===== src/rtl/instruction_fetch_if.sv =====
// Fetch-stage bus: instruction memory port, redirect input, IF/ID handshake and status.
interface instruction_fetch_if #(
   parameter int address_length = 3
);
   logic [address_length-1:0] imem_address;
   logic [31:0]               imem_data;
   logic                      redirect_valid;
   logic [address_length-1:0] redirect_target;
   logic                      valid_out;
   logic                      ready_in;
   logic [31:0]               instr_out;
   logic [address_length-1:0] pc_out;
   logic [15:0]               fetch_count;
   logic                      halted;

   modport master (
      output imem_address,
      input  imem_data,
      input  redirect_valid,
      input  redirect_target,
      output valid_out,
      input  ready_in,
      output instr_out,
      output pc_out,
      output fetch_count,
      output halted
   );

   modport slave (
      input  imem_address,
      output imem_data,
      output redirect_valid,
      output redirect_target,
      input  valid_out,
      output ready_in,
      input  instr_out,
      input  pc_out,
      input  fetch_count,
      input  halted
   );
endinterface


===== src/rtl/instruction_fetch.sv =====
// Instruction fetch stage: pc register, IF/ID register with valid/ready handshake, redirect.
// Optional FETCH_HALT_ON_ZERO_EN: an all-zero fetched word halts fetch until a redirect.
module instruction_fetch #(
   parameter int address_length = 3
) (
   input logic                  clk,
   input logic                  reset,
   instruction_fetch_if.master  bus
);

   typedef enum logic {RUN, HALT} state_t;

   state_t                    state_q, state_d;
   logic [address_length-1:0] pc_p0;
   logic [address_length-1:0] pc_p1;
   logic [31:0]               instr_p1;
   logic                      vld_p1;
   logic [15:0]               fetch_cnt;
   logic                      transfer;
   logic                      load_slot;
   logic                      halt_on_zero;
   logic                      load;

   function automatic logic [15:0] sat_inc16(input logic [15:0] v);
      return (v == 16'hFFFF) ? v : v + 16'd1;
   endfunction

   always_comb begin
      transfer     = vld_p1 & bus.ready_in;
      load_slot    = !bus.redirect_valid && (state_q == RUN) && (!vld_p1 || transfer);
`ifdef FETCH_HALT_ON_ZERO_EN
      halt_on_zero = load_slot && (bus.imem_data == 32'b0);
`else
      halt_on_zero = 1'b0;
`endif
      load         = load_slot && !halt_on_zero;
   end

   always_comb begin
      state_d = state_q;
      case (state_q)
         RUN:     if (halt_on_zero)       state_d = HALT;
         HALT:    if (bus.redirect_valid) state_d = RUN;
         default: state_d = RUN;
      endcase
   end

   always_ff @(posedge clk) begin
      if (reset) state_q <= RUN;
      else       state_q <= state_d;
   end

   // p0 -> p1: pc feeds the memory, the IF/ID register captures its word
   always_ff @(posedge clk) begin
      if (reset) begin
         pc_p0     <= '0;
         pc_p1     <= '0;
         instr_p1  <= '0;
         vld_p1    <= 1'b0;
         fetch_cnt <= '0;
      end else begin
         if (transfer) fetch_cnt <= sat_inc16(fetch_cnt);
         // A redirect flushes even when the current word is being handed off.
         if (bus.redirect_valid) begin
            pc_p0  <= bus.redirect_target;
            vld_p1 <= 1'b0;
         end else if (load) begin
            instr_p1 <= bus.imem_data;
            pc_p1    <= pc_p0;
            vld_p1   <= 1'b1;
            pc_p0    <= pc_p0 + address_length'(1);
         end else if (transfer) begin
            vld_p1 <= 1'b0;
         end
      end
   end

   assign bus.imem_address = pc_p0;
   assign bus.valid_out    = vld_p1;
   assign bus.instr_out    = instr_p1;
   assign bus.pc_out       = pc_p1;
   assign bus.fetch_count  = fetch_cnt;
`ifdef FETCH_HALT_ON_ZERO_EN
   assign bus.halted       = (state_q == HALT);
`else
   assign bus.halted       = 1'b0;
`endif

endmodule


===== src/flat_wrapper.sv =====
// flat-port wrapper written by rule: the top's interface ports become plain ports
module instruction_fetch_flat 
#(
   parameter int address_length = 3
)
  (clk, reset, bus_imem_address, bus_imem_data, bus_redirect_valid, bus_redirect_target, bus_valid_out, bus_ready_in, bus_instr_out, bus_pc_out, bus_fetch_count, bus_halted);
  instruction_fetch_if #(.address_length(address_length)) bus_i ();
  input logic clk;
  input logic reset;
  output wire logic [$bits(bus_i.imem_address)-1:0] bus_imem_address;
  input wire logic [$bits(bus_i.imem_data)-1:0] bus_imem_data;
  input wire logic [$bits(bus_i.redirect_valid)-1:0] bus_redirect_valid;
  input wire logic [$bits(bus_i.redirect_target)-1:0] bus_redirect_target;
  output wire logic [$bits(bus_i.valid_out)-1:0] bus_valid_out;
  input wire logic [$bits(bus_i.ready_in)-1:0] bus_ready_in;
  output wire logic [$bits(bus_i.instr_out)-1:0] bus_instr_out;
  output wire logic [$bits(bus_i.pc_out)-1:0] bus_pc_out;
  output wire logic [$bits(bus_i.fetch_count)-1:0] bus_fetch_count;
  output wire logic [$bits(bus_i.halted)-1:0] bus_halted;
  assign bus_imem_address = bus_i.imem_address;
  assign bus_i.imem_data = bus_imem_data;
  assign bus_i.redirect_valid = bus_redirect_valid;
  assign bus_i.redirect_target = bus_redirect_target;
  assign bus_valid_out = bus_i.valid_out;
  assign bus_i.ready_in = bus_ready_in;
  assign bus_instr_out = bus_i.instr_out;
  assign bus_pc_out = bus_i.pc_out;
  assign bus_fetch_count = bus_i.fetch_count;
  assign bus_halted = bus_i.halted;
  instruction_fetch #(.address_length(address_length)) u_core (.clk(clk), .reset(reset), .bus(bus_i));
endmodule

===== config.mk =====
export PLATFORM = sky130hd
export DESIGN_NAME = instruction_fetch_flat
export DESIGN_NICKNAME = d
export VERILOG_FILES = /design/src/rtl/instruction_fetch_if.sv /design/src/rtl/instruction_fetch.sv /design/src/flat_wrapper.sv
export SDC_FILE = /design/constraint.sdc
export NUM_CORES = 1
export LEC_CHECK = 0
export BUFFER_PORTS_ARGS = -buffer_cell sky130_fd_sc_hd__buf_2
export CORE_ASPECT_RATIO = 0.9
export CORE_MARGIN = 2
export CORE_UTILIZATION = 35
export DETAILED_ROUTE_END_ITERATION = 8
export SYNTH_ARGS = -nofsm -noshare
export SYNTH_HDL_FRONTEND = slang
export SYNTH_SLANG_ARGS = --single-unit
export TNS_END_PERCENT = 20

===== constraint.sdc =====
create_clock -name clk -period 1.5 [get_ports clk]
set_input_delay 0.075 -clock clk [delete_from_list [all_inputs] [get_ports clk]]
set_output_delay 0.075 -clock clk [all_outputs]
set_load 0.1 [all_outputs]

==> impl_metrics.json <==
{
  "hp-class": "in -> reg",
  "max_stage_delay_ns": 0.40,
  "skew_ns": 0.00696,
  "nets": 468,
  "cts_num_sinks": 56,
  "power_density_nw_per_um2": 888,
  "cts_buffers": 5,
  "cts_tree": "yes",
  "grt_start_max_net_pins": 28,
  "synth_ff_type": "dfxtp_1",
  "wl_met3_um": 289,
  "die-area_sq_um": 7200,
  "drtPass1Iterations": 6,
  "fin_crit_ns": 1.53,
  "rsz0062_at_grt": "yes",
  "cap_violations": 0,
  "syn_area_sq_um": 2290,
  "routedWlPerCell_um": 12.7,
  "critPathTopFamily": "simple AND/OR/NAND/NOR gates",
  "cp_num_buf_inv": 1,
  "violations": "setup timing",
  "gp_congestion": 0.760,
  "post-place-cells": 474,
  "fmax_mhz": 651,
  "portBuffers": 93,
  "placementRows": 27,
  "cp.required_ns": 1.73,
  "areaGrowthSynthToFinish_pct": 60.0,
  "antenna_cells": 0,
  "antenna_found_initial": 0,
  "drive_gt1_frac": 0.423,
  "syn_nets": 318,
  "num_io_pins": 95,
  "h-tree-depth": 2,
  "clock_latency_ns": 0.30,
  "path_clk_slew_ns": 0.09,
  "ant_nets": 0,
  "stdcell_count": 515,
  "hold_violations": 0,
  "top_layer": "met4",
  "finalSetupViolCount": 2,
  "vias_per_cell": 4.70,
  "final_area_sq_um": 3660,
  "startpoint_type": "register",
  "cts_buffer_depth": 2,
  "pre_cts_ws_ns": -0.0549,
  "track_usage": 0.185,
  "coreArea_sq_um": 6220,
  "drt_iter0_markers": 114,
  "setup_slack_ns": -0.0350,
  "cp_cell_sequence": "and4_4 -> nand3_2 -> buf_4 -> or4_1 -> a21oi_1",
  "async_flop_share": 0,
  "routed_wl_um": 6550,
  "dpl.hpwl_um": 4370,
  "drv_slew": 0,
  "syn_area_per_cell_sq_um": 8.26,
  "syn_inst": 277,
  "worstPathMaxFanout": 4,
  "routed-wl-met2_um": 3170,
  "cts_root_buffer": "clkbuf_8",
  "worstSetupPathType": "reg -> reg",
  "place_area_sq_um": 3200,
  "cp-end-kind": "register",
  "yosysWarnings": 0,
  "period_share": 1.02,
  "fp.dieW_um": 89.2,
  "seq_area_frac_synth": 0.490,
  "grt_pass1_wl_um": 10500,
  "vias": 2418,
  "cpMaxStageDelayCell": "or4_1",
  "drt-met1-wl_um": 2990,
  "ys_types": 35,
  "status": "finished with violations",
  "crit_arrival_ns": 1.76,
  "start_util": 0.368,
  "p_leak_nw": 1.66,
  "grt_overflow": 0,
  "synth_edf_count": 0,
  "ys_seq_elements": 56,
  "grt_pass1_vias": 2322,
  "drc": 0,
  "die_y_um": 80.7,
  "ir_worst_vdd_uv": 692
}
[cell usage after synthesis (all sizes together) (2+ instances only)]
library cell	n	area (sq um)
or3	2	12.5
nand2b	2	12.5
o21ai	4	20.0
dfxtp	56	1120
ha	2	25.0
nor3	8	45.0
buf	5	27.5
nand4	6	43.8
nor2b	8	50.1
a211oi	6	45.0
mux2	3	33.8
nor3b	2	15.0
inv	3	11.3
and4	4	35.0
or4	3	22.5
nand2	76	285
a21oi	41	205
nor2	14	52.6
nor4	3	37.5
o31ai	3	22.5
and3	2	12.5
xnor2	2	17.5
nand3	6	40.0
clkbuf	9	33.8
[final timing paths]
path	start	to	slack, ns	cells past startpoint
max	u_core.bus.fetch_count[3]$_SDFFE_PP0P_	u_core.bus.fetch_count[13]$_SDFFE_PP0P_	-0.03	5
min	bus_imem_data[19]	u_core.bus.instr_out[19]$_SDFFE_PP0P_	0.005	3
max reg2reg	u_core.bus.fetch_count[3]$_SDFFE_PP0P_	u_core.bus.fetch_count[13]$_SDFFE_PP0P_	-0.03	5
min reg2reg	u_core.bus.instr_out[14]$_SDFFE_PP0P_	u_core.bus.instr_out[14]$_SDFFE_PP0P_	0.46	2
[per-layer routing]
layer | GRT usage | vias to the layer above
li1 | - | 1255
met1 | 0.240 | 1094
met2 | 0.301 | 61
met3 | 0.0442 | 8
met4 | 0.0612 | 0
met5 | 0 | -
[logic make-up after synthesis]
group | after synthesis | synth area share
AOI/OAI and AO/OA | 58 | 0.142
xor gates and xnor gates | 2 | 0.00766
adders and majority gates | 2 | 0.0109
buffers and inverters | 17 | 0.0317
DFF | 56 | 0.490
muxes | 4 | 0.0191
other | 1 | 0.00164
and+or+nand+nor | 137 | 0.297
[state kept, by name, summed over array words and instances, names as in the netlist]
name                     count
u_core.bus.fetch_count      16
u_core.bus.valid_out         1
u_core.state_q               1
u_core.bus.imem_address      3
u_core.bus.pc_out            3
u_core.bus.instr_out        32
[power by group]
part           total, mW  switching (mW)  internal, mW
clock              0.853           0.475         0.378
sequential          1.56          0.0369          1.52
combinational      0.839           0.641         0.198
total               3.25            1.15          2.10
[metrics by stage]
stage | utilization | total power [mW] | hold WS [ns] | TNS (ns)
5_1_grt | 0.589 | 3.40 | 0.00108 | -0.752
6_report | 0.589 | 3.25 | 0.00528 | -0.0430
3_5_place_dp | 0.515 | 2.38 | 0.322 | -0.0634
2_1_floorplan | - | 2.20 | 0.144 | -4.97
4_1_cts | 0.583 | 3.28 | 0.000295 | -0.0547
3_3_place_gp | 0.515 | 2.37 | 0.315 | -0.0209
[cell usage in the layout (no fill, tap or decap), drive strengths merged, types with 6 or more instances in the layout]
cell | Yosys | routed
nand2 | 76 | 76
clkbuf | 9 | 7
nor3 | 8 | 8
dfxtp | 56 | 56
a211oi | 6 | 6
buf | 5 | 132
nand4 | 6 | 6
nor2 | 14 | 14
nor2b | 8 | 8
nand3 | 6 | 6
a21oi | 41 | 41
dlygate4sd3 | 0 | 25
[final cells by class]
| class | count | area (sq um) |
|---|---|---|
| fillers | 592 | 2550 |
| multi-input cells | 204 | 1200 |
| flip-flops and latches | 56 | 1190 |
| repair buffers | 157 | 1060 |
| well taps | 87 | 109 |
| clock buffers | 7 | 86.3 |
| inverters | 3 | 11.3 |
| clock inverters | 1 | 6.26 |
[what timing repair did]
| action | 4_1_cts | 5_1_grt |
|---|---|---|
| pin swaps | 2 | 10 |
| hold buffers | 25 | 0 |
| hold endpoints to repair | 25 | 0 |
| setup endpoints to repair | 4 | 12 |
| buffers inserted | 7 | 1 |
| gates resized for setup | 3 | 9 |
[worst reg2reg max path, delay by kind of cell (launching register included)]
family	cells	cell delay (ns)
AND/OR/NAND/NOR	3	0.76
flip-flops	1	0.38
buffers and inverters	1	0.18
AO/OA/AOI/OAI	1	0.15
(Power assumes the default switching activity.)
